==> src/rtl/ulam_pkg.sv <==
`default_nettype none
// ============================================================================
// Module      : ulam_pkg
// Description : Shared state encoding and helpers for the Ulam run controller
// Revision    : 1.0
// ============================================================================
package ulam_pkg;

    localparam logic [2:0] C_ST_IDLE   = 3'd0;
    localparam logic [2:0] C_ST_CLEAR  = 3'd1;
    localparam logic [2:0] C_ST_LOAD   = 3'd2;
    localparam logic [2:0] C_ST_RUN    = 3'd3;
    localparam logic [2:0] C_ST_FINISH = 3'd4;
    localparam logic [2:0] C_ST_ABORT  = 3'd5;

    typedef enum logic [2:0] {
        ST_IDLE   = C_ST_IDLE,
        ST_CLEAR  = C_ST_CLEAR,
        ST_LOAD   = C_ST_LOAD,
        ST_RUN    = C_ST_RUN,
        ST_FINISH = C_ST_FINISH,
        ST_ABORT  = C_ST_ABORT
    } state_t;

    // Bits needed to hold 0..value-1, never less than one bit.
    function automatic int clog2(input int value);
        int r;
        r = 1;
        for (int i = 1; i < 31; i++) begin
            if ((1 << i) < value) begin
                r = i + 1;
            end
        end
        return r;
    endfunction

endpackage : ulam_pkg
`default_nettype wire

==> src/rtl/ulam_step_timer.sv <==
`default_nettype none
// ============================================================================
// Module      : ulam_step_timer
// Description : Step prescaler, step counter and watchdog compare
// Revision    : 1.0
// ============================================================================
module ulam_step_timer
    import ulam_pkg::*;
#(
    parameter int CNT_W      = 16,
    parameter int WDOG_LIMIT = 1000,
    parameter int STEP_DIV   = 1
) (
    input  logic             clock,
    input  logic             reset_n,
    input  logic             restart,
    input  logic             active,
    output logic             go,
    output logic [CNT_W-1:0] step_count,
    output logic             wdog_hit
);

    localparam int                 c_pre_w    = clog2(STEP_DIV);
    localparam logic [c_pre_w-1:0] c_pre_last = c_pre_w'(STEP_DIV - 1);
    localparam logic [CNT_W-1:0]   c_limit    = CNT_W'(WDOG_LIMIT);

    logic [c_pre_w-1:0] r_pre;
    logic               r_go;
    logic [CNT_W-1:0]   r_cnt;

    // active means the controller will be in RUN next cycle, so go and the
    // count become visible in the same cycle they are issued.
    always_ff @(posedge clock or negedge reset_n) begin
        if (!reset_n) begin
            r_pre <= '0;
            r_go  <= 1'b0;
            r_cnt <= '0;
        end else if (restart) begin
            r_pre <= '0;
            r_go  <= 1'b0;
            r_cnt <= '0;
        end else if (active) begin
            if (r_pre == c_pre_last) begin
                r_pre <= '0;
                if (r_cnt != c_limit) begin
                    r_go  <= 1'b1;
                    r_cnt <= r_cnt + 1'b1;
                end else begin
                    r_go  <= 1'b0;
                end
            end else begin
                r_pre <= r_pre + 1'b1;
                r_go  <= 1'b0;
            end
        end else begin
            r_pre <= '0;
            r_go  <= 1'b0;
        end
    end

    assign go         = r_go;
    assign step_count = r_cnt;
    assign wdog_hit   = (r_cnt == c_limit);

endmodule : ulam_step_timer
`default_nettype wire

==> src/rtl/ulam_run_ctrl.sv <==
`default_nettype none
// ============================================================================
// Module      : ulam_run_ctrl
// Description : Multi-channel Ulam iteration run controller (Moore outputs)
// Revision    : 1.0
// ============================================================================
module ulam_run_ctrl
    import ulam_pkg::*;
#(
    parameter int NCH          = 4,
    parameter int CNT_W        = 16,
    parameter int WDOG_LIMIT   = 1000,
    parameter int STEP_DIV     = 1,
    parameter int AUTO_RESTART = 0,
    parameter int IDX_W        = 8
) (
    input  logic             clock,
    input  logic             reset_n,
    input  logic             start,
    input  logic             abort,
    input  logic             alert,
    input  logic [NCH-1:0]   done,
    output logic             clear,
    output logic             enable,
    output logic             run,
    output logic             go,
    output logic             busy,
    output logic             finished,
    output logic             timed_out,
    output logic             aborted,
    output logic [NCH-1:0]   done_mask,
    output logic [CNT_W-1:0] step_count,
    output logic [IDX_W-1:0] run_index
);

    state_t           r_state;
    state_t           w_next;
    logic             w_set_aborted;
    logic             w_set_timeout;
    logic             w_wdog_hit;

    logic             r_clear;
    logic             r_enable;
    logic             r_run;
    logic             r_busy;
    logic             r_finished;
    logic             r_timed_out;
    logic             r_aborted;
    logic [NCH-1:0]   r_done_mask;
    logic [IDX_W-1:0] r_run_index;

    ulam_step_timer #(
        .CNT_W      (CNT_W),
        .WDOG_LIMIT (WDOG_LIMIT),
        .STEP_DIV   (STEP_DIV)
    ) u_step_timer (
        .clock      (clock),
        .reset_n    (reset_n),
        .restart    (w_next == ST_CLEAR),
        .active     (w_next == ST_RUN),
        .go         (go),
        .step_count (step_count),
        .wdog_hit   (w_wdog_hit)
    );

    always_ff @(posedge clock or negedge reset_n) begin
        if (!reset_n) begin
            r_state <= ST_IDLE;
        end else begin
            r_state <= w_next;
        end
    end

    always_comb begin
        w_next        = r_state;
        w_set_aborted = 1'b0;
        w_set_timeout = 1'b0;
        case (r_state)
            ST_IDLE: begin
                if (start) begin
                    w_next = ST_CLEAR;
                end
            end
            ST_CLEAR: begin
                w_next = ST_LOAD;
            end
            ST_LOAD: begin
                w_next = ST_RUN;
            end
            ST_RUN: begin
                // Completion outranks the watchdog when both land together.
                if (abort || alert) begin
                    w_next        = ST_ABORT;
                    w_set_aborted = 1'b1;
                end else if (&(r_done_mask | done)) begin
                    w_next = ST_FINISH;
                end else if (w_wdog_hit) begin
                    w_next        = ST_ABORT;
                    w_set_timeout = 1'b1;
                end
            end
            ST_FINISH: begin
                if (abort) begin
                    w_next = ST_IDLE;
                end else if ((AUTO_RESTART != 0) || start) begin
                    w_next = ST_CLEAR;
                end
            end
            ST_ABORT: begin
                if (start) begin
                    w_next = ST_CLEAR;
                end
            end
            default: begin
                w_next = ST_IDLE;
            end
        endcase
    end

    // Outputs are decoded from the next state so they line up with the state.
    always_ff @(posedge clock or negedge reset_n) begin
        if (!reset_n) begin
            r_clear    <= 1'b0;
            r_enable   <= 1'b0;
            r_run      <= 1'b0;
            r_busy     <= 1'b0;
            r_finished <= 1'b0;
        end else begin
            r_clear    <= (w_next == ST_CLEAR);
            r_enable   <= (w_next == ST_LOAD);
            r_run      <= (w_next == ST_RUN);
            r_busy     <= (w_next == ST_CLEAR) || (w_next == ST_LOAD) ||
                          (w_next == ST_RUN);
            r_finished <= (w_next == ST_FINISH);
        end
    end

    always_ff @(posedge clock or negedge reset_n) begin
        if (!reset_n) begin
            r_timed_out <= 1'b0;
            r_aborted   <= 1'b0;
            r_done_mask <= '0;
        end else if (w_next == ST_CLEAR) begin
            r_timed_out <= 1'b0;
            r_aborted   <= 1'b0;
            r_done_mask <= '0;
        end else if (r_state == ST_RUN) begin
            r_done_mask <= r_done_mask | done;
            if (w_set_aborted) begin
                r_aborted <= 1'b1;
            end
            if (w_set_timeout) begin
                r_timed_out <= 1'b1;
            end
        end
    end

    always_ff @(posedge clock or negedge reset_n) begin
        if (!reset_n) begin
            r_run_index <= '0;
        end else if ((r_state != ST_FINISH) && (w_next == ST_FINISH)) begin
            r_run_index <= r_run_index + 1'b1;
        end
    end

    assign clear     = r_clear;
    assign enable    = r_enable;
    assign run       = r_run;
    assign busy      = r_busy;
    assign finished  = r_finished;
    assign timed_out = r_timed_out;
    assign aborted   = r_aborted;
    assign done_mask = r_done_mask;
    assign run_index = r_run_index;

endmodule : ulam_run_ctrl
`default_nettype wire

==> config.mk <==
export PLATFORM = sky130hd
export DESIGN_NAME = ulam_run_ctrl
export DESIGN_NICKNAME = d
export VERILOG_FILES = /design/src/rtl/ulam_pkg.sv /design/src/rtl/ulam_step_timer.sv /design/src/rtl/ulam_run_ctrl.sv
export SDC_FILE = /design/constraint.sdc
export NUM_CORES = 1
export LEC_CHECK = 0
export CAP_MARGIN = 20
export CORE_AREA = 5 5 56 107
export CTS_CLUSTER_DIAMETER = 50
export DETAILED_ROUTE_END_ITERATION = 8
export DIE_AREA = 0 0 61 112
export GPL_ROUTABILITY_DRIVEN = 0
export PLACE_DENSITY = 0.64
export SLEW_MARGIN = 20
export SYNTH_ARGS = -nofsm -noshare
export SYNTH_HDL_FRONTEND = slang
export SYNTH_SLANG_ARGS = --single-unit
==> constraint.sdc <==
create_clock -name clock -period 4.2 [get_ports clock]
set_clock_uncertainty 0.1 [all_clocks]
set_input_delay 0.63 -clock clock [delete_from_list [all_inputs] [get_ports clock]]
set_output_delay 0.63 -clock clock [all_outputs]
set_load 0.005 [all_outputs]
==> results of run 1 <==
==> critical path, cell delays in order <==
cell,delay (ns)
clkdlybuf4s50_1,0.46
or2_1,0.32
o21bai_1,0.23
a211o_1,0.37
inv_1,0.26
a41oi_1,0.20
or2_1,0.25
o22ai_2,0.11
==> cells in the final DEF (no fill, tap or decap), drive strengths merged, types with 3 or more instances in the layout <==
| master | netlist | layout |
|---|---|---|
| a21oi | 8 | 8 |
| and3 | 4 | 4 |
| clkbuf | 1 | 6 |
| clkdlybuf4s50 | 0 | 43 |
| dfrtp | 39 | 39 |
| ha | 3 | 3 |
| inv | 6 | 6 |
| nand2 | 16 | 16 |
| nand2b | 3 | 3 |
| nand4 | 7 | 7 |
| nor2 | 29 | 29 |
| nor3 | 4 | 4 |
| o21ai | 5 | 5 |
| o22ai | 5 | 5 |
| xnor2 | 14 | 14 |
| xor2 | 5 | 5 |
==> power breakdown <==
| part | switching (mW) | total (mW) | internal [mW] |
|---|---|---|---|
| sequential | 0.0998 | 0.573 | 0.474 |
| clock | 0.126 | 0.318 | 0.192 |
| combinational | 0.358 | 0.688 | 0.330 |
| total | 0.583 | 1.58 | 0.996 |
==> cell families after synthesis <==
logic type / after synthesis / share of synthesized area
AOI/OAI and AO/OA: 32 / 0.114
muxes: 2 / 0.0128
DFF: 39 / 0.500
xor gates and xnor gates: 19 / 0.0853
buffers and inverters: 13 / 0.0449
adders and majority gates: 3 / 0.0192
and+or+nand+nor: 77 / 0.224
==> layer usage <==
layer | vias up | track usage
met5 | - | 0
met4 | 0 | 0.0593
met3 | 7 | 0.0267
met2 | 37 | 0.249
met1 | 726 | 0.168
li1 | 730 | -
==> cell type report <==
cell class,count,area [sq um]
Fill cell,493,2570
Clock inverter,2,35.0
Timing Repair Buffer,45,443
Tap cell,58,72.6
Clock buffer,6,82.6
Multi-Input combinational cell,133,893
Inverter,6,22.5
Sequential cell,39,976
==> stage by stage <==
step                power (mW)  worst slack, ns  instance area, sq um
floorplan                 1.03             1.77                  1950
global route              1.69             1.36                  2520
finish                    1.58             1.48                  2520
global placement          1.27             1.20                  2410
CTS                       1.61             1.50                  2520
detailed placement        1.28             1.20                  2410
==> how the worst max path moves through the flow <==
stage | from | endpoint | slack (ns) | depth (start not counted)
6_report | abort | u_step_timer.step_count[4] | 1.48 | 8
5_1_grt | abort | u_step_timer.step_count[4] | 1.36 | 8
4_1_cts | abort | u_step_timer.step_count[4] | 1.50 | 8
3_5_place_dp | abort | u_step_timer.step_count[4] | 1.20 | 8
3_3_place_gp | abort | u_step_timer.step_count[4] | 1.20 | 8
2_1_floorplan | done[0] | u_step_timer.step_count[4] | 1.77 | 8
==> sequential cells by signal (all words and copies together), names as in the netlist, 3 cells and up <==
| signal | cells |
|---|---|
| u_step_timer.step_count | 16 |
| run_index | 8 |
| done_mask | 4 |
| r_state | 3 |
==> flow_summary.json, run 1 <==
{
  "path_clk_slew_ns": 0.07,
  "dp_hpwl_mm": 3.26,
  "crit_arrival_ns": 2.83,
  "cts.htree.levels": 2,
  "worst-setup-path-type": "input pin to flip-flop",
  "io_pins": 45,
  "min_path_type": "input pin to asynchronous set/reset pin",
  "whs_ns": 0.352,
  "maxCapViolCount": 0,
  "clock_latency_ns": 0.29,
  "wl_met2_mm": 2.40,
  "r2r_start": "u_step_timer.step_count[0]",
  "p_leak_nw": 1.07,
  "initial_core_util": 0.383,
  "maxSlewViolCount": 0,
  "cts-root-buf": "clkbuf_8",
  "power.density_mw_per_mm2": 626,
  "final_cell_count_no_fill": 289,
  "clockBufferDepth": 2,
  "synth_top_area_cell": "dfrtp_1",
  "antenna_found_initial": 0,
  "finalCriticalPeriod_ns": 2.72,
  "rsz0062_at_grt": "no",
  "met1_length_mm": 1.68,
  "ctsHoldBuffers": 0,
  "gr-total-overflow": 0,
  "grt_usage": 0.145,
  "synth_area_sq_mm": 0.00195,
  "tightest_slew_ns": 0.869,
  "synthTopCellsByCount": "dfrtp_1, nor2_2, nand2_1, xnor2_1, nor2_1",
  "syn_inst": 185,
  "via_per_inst": 5.19,
  "yosys_warnings": 0,
  "first_pass_iters": 4,
  "die_w_microns": 61,
  "critPathMaxFanout": 9,
  "syn_nets": 197,
  "dp.cells": 281,
  "ir_drop_mv": 0.349,
  "dr_total_vias": 1500,
  "grt_pass1_wl_mm": 7.69,
  "ant_nets": 0,
  "top_layer": "met4",
  "cts_tree": "yes",
  "die_h_microns": 112,
  "dr_wl_met3_microns": 188,
  "post_drt_wl_per_cell_microns": 15.1,
  "syn_avg_cell_area_sq_um": 10.6,
  "hold_viol": 0,
  "routed_wl_mm": 4.36,
  "syn2layout_area_growth_pct": 29.4,
  "synth_cell_types": 45,
  "status": "finished, final reports clean",
  "post-route-drc-count": 0,
  "std_cell_rows": 37,
  "rr_worst_depth": 9,
  "ys_seq_area_frac": 0.500,
  "synthArstFlopShare": 1.00,
  "start_kind": "input pin",
  "grt_pass1_vias": 1638,
  "final-setup-viol-count": 0,
  "postCtsSetupBuffers": 0,
  "cts_sinks": 39,
  "cts_buffers": 5,
  "fin_util": 0.496,
  "grt_start_max_net_pins": 40,
  "synth-edff-count": 0,
  "slew_headroom": 0.421,
  "r2r-end": "u_step_timer.step_count[4]",
  "core_area_sq_mm": 0.00509,
  "finalCritPeriodShare": 0.648,
  "yosys-top-cells-area": "dfrtp_1, xnor2_1, nor2_2, nand2_1, buf_6",
  "post-synth-top-count-cell": "dfrtp_1",
  "fmax_mhz": 367,
  "io_buffers": 44,
  "die_area_sq_mm": 0.00683,
  "final_layout_size_suffix_gt1_frac": 0.152,
  "synth_top_area_frac": 0.500,
  "final_nets": 242,
  "r2r_slack_ns": 1.74,
  "critPathRequiredTime_ns": 4.31,
  "endpoint_kind": "flip-flop",
  "synth-seq-cells": 39,
  "antenna_cells": 0,
  "cts_resized": 0,
  "synth_ff_type": "dfrtp_1",
  "dr.first_iter.drc_count": 28,
  "finalSetupTns_ns": 0
}
(Power assumes the default switching activity.)
==> run 2, diff against run 1 <==
==> constraint.sdc (replaced) <==
create_clock -name clock -period 2.6 [get_ports clock]
set_clock_uncertainty 0.1 [all_clocks]
set_input_delay 0.39 -clock clock [delete_from_list [all_inputs] [get_ports clock]]
set_output_delay 0.39 -clock clock [all_outputs]
set_load 0.005 [all_outputs]
==> flow_summary.json, run 2 (synthesized netlist as in run 1, its figures left out) <==
{
  "status": "finished, final reports clean",
  "final_nets": 252,
  "ant_nets": 0,
  "cpMaxStageDelayCell": "or4_4",
  "routed_wl_mm": 4.64,
  "antenna_found_initial": 0,
  "r2r_slack_ns": 0.25,
  "swShare": 0.371,
  "grt_pass1_vias": 1715,
  "p_int_mw": 1.67,
  "switchingPower_mw": 0.988,
  "initial_core_util": 0.383,
  "largest_register_ffs": 16,
  "start_kind": "flip-flop",
  "min_path_type": "input pin to asynchronous set/reset pin",
  "maxSlewViolCount": 0,
  "cts_tree": "yes",
  "p_leak_nw": 1.11,
  "crit_path_cell_trace": "inv_1 > ha_1 > nor4b_1 > and4_4 > or4_4 > mux2i_1 > nor3_2 > buf_12 > nor2_2",
  "cts_sinks": 39,
  "pwr-share-clk": 0.174,
  "antenna_cells": 0,
  "clockBufferDepth": 2,
  "final_common_cell": "clkdlybuf4s50_1",
  "first_pass_iters": 4,
  "grt_start_max_net_pins": 40,
  "critPathMaxFanout": 17,
  "finalCriticalPeriod_ns": 2.35,
  "dr.first_iter.drc_count": 44,
  "slew_headroom": 0.409,
  "post_drt_wl_per_cell_microns": 15.5,
  "fmax_mhz": 426,
  "rsz0062_at_grt": "no",
  "postCtsSetupBuffers": 0,
  "io_pins": 45,
  "ctsHoldBuffers": 0,
  "mostFrequentLayoutCells": "clkdlybuf4s50_1, dfrtp_1, nor2_2",
  "ir_drop_mv": 0.584,
  "r2r_start": "u_step_timer.step_count[1]",
  "maxCapViolCount": 0,
  "core_area_sq_mm": 0.00509,
  "p_seq_frac": 0.342,
  "dp_hpwl_mm": 3.46,
  "die_w_microns": 61,
  "cts_buffers": 5,
  "critPathRequiredTime_ns": 2.68,
  "syn2layout_area_growth_pct": 33.1,
  "power_frac_comb": 0.484,
  "via_per_inst": 5.21,
  "hold_viol": 0,
  "crit_arrival_ns": 2.43,
  "final_layout_size_suffix_gt1_frac": 0.187,
  "endpoint_kind": "flip-flop",
  "worst-setup-path-type": "flip-flop to flip-flop",
  "clock_latency_ns": 0.29,
  "critPathMaxStageDelay_ns": 0.45,
  "die_h_microns": 112,
  "cts_resized": 0,
  "dr_total_vias": 1558,
  "cts.htree.levels": 2,
  "stdcell_area_sq_mm": 0.00260,
  "nFillCells": 499,
  "tightest_slew_ns": 0.887,
  "r2r-end": "aborted",
  "die_area_sq_mm": 0.00683,
  "finalCritPeriodShare": 0.903,
  "finalSetupTns_ns": 0,
  "whs_ns": 0.117,
  "postPlaceCellArea_sq_mm": 0.00249,
  "gr-total-overflow": 0,
  "power.density_mw_per_mm2": 1020,
  "rr_worst_depth": 9,
  "grt_pass1_wl_mm": 8.16,
  "cts-root-buf": "clkbuf_8",
  "io_buffers": 44,
  "post-route-drc-count": 0,
  "final-setup-viol-count": 0,
  "path_clk_slew_ns": 0.08,
  "fin_util": 0.510,
  "grt_usage": 0.156,
  "std_cell_rows": 37
}
run 2: power by group through the flow:
stage                     Sequential (mW)  Combinational (mW)  Clock [mW]
after floorplan                     0.881               0.790           0
after global routing                0.941                1.42       0.499
after detailed placement            0.927                1.31           0
after CTS                           0.915                1.31       0.479
after global placement              0.922                1.29           0
final                               0.910                1.29       0.462
run 2: metrics by stage:
stage          setup slack, ns  power (mW)  instances
4_1_cts                  0.249        2.71        299
6_report                 0.252        2.66        299
5_1_grt                  0.138        2.86        299
3_5_place_dp           -0.0178        2.24        291
3_3_place_gp           0.00316        2.22        291
2_1_floorplan            0.219        1.67        185
run 2: final cells by class:
| cell class | count | area (sq um) | area share |
|---|---|---|---|
| flip-flops and latches | 39 | 976 | 0.376 |
| multi-input cells | 133 | 893 | 0.344 |
| repair buffers | 55 | 531 | 0.204 |
| clock buffers | 7 | 96.3 | 0.0371 |
| well taps | 58 | 72.6 | 0.0279 |
| inverters | 6 | 22.5 | 0.00867 |
| clock inverters | 1 | 7.51 | 0.00289 |
run 2: worst max path at each step:
stage,startpoint,to,slack (ns),depth (start not counted)
2_1_floorplan,u_step_timer.step_count[0],u_step_timer.step_count[4],0.22,10
3_3_place_gp,done[2],u_step_timer.step_count[14],0.003,8
3_5_place_dp,done[2],u_step_timer.step_count[12],-0.02,8
4_1_cts,u_step_timer.step_count[1],u_step_timer.step_count[15],0.25,9
5_1_grt,u_step_timer.step_count[1],u_step_timer.step_count[13],0.14,9
6_report,u_step_timer.step_count[1],aborted,0.25,9
run 2: worst max-delay path, delay by kind of cell (launching register included):
family                   cells  cell delay, ns
multiplexers                 1            0.19
flip-flops                   1            0.40
adder cells (fa/ha/maj)      1            0.20
buffers and inverters        2            0.28
AND/OR/NAND/NOR              5            1.08
run 2: routing by layer:
metal | share of wire | global-route usage | up-vias
li1 | - | - | 748
met1 | 0.38 | 0.181 | 751
met2 | 0.54 | 0.262 | 44
met3 | 0.041 | 0.0278 | 15
met4 | 0.036 | 0.0781 | 0
met5 | 0 | 0 | -
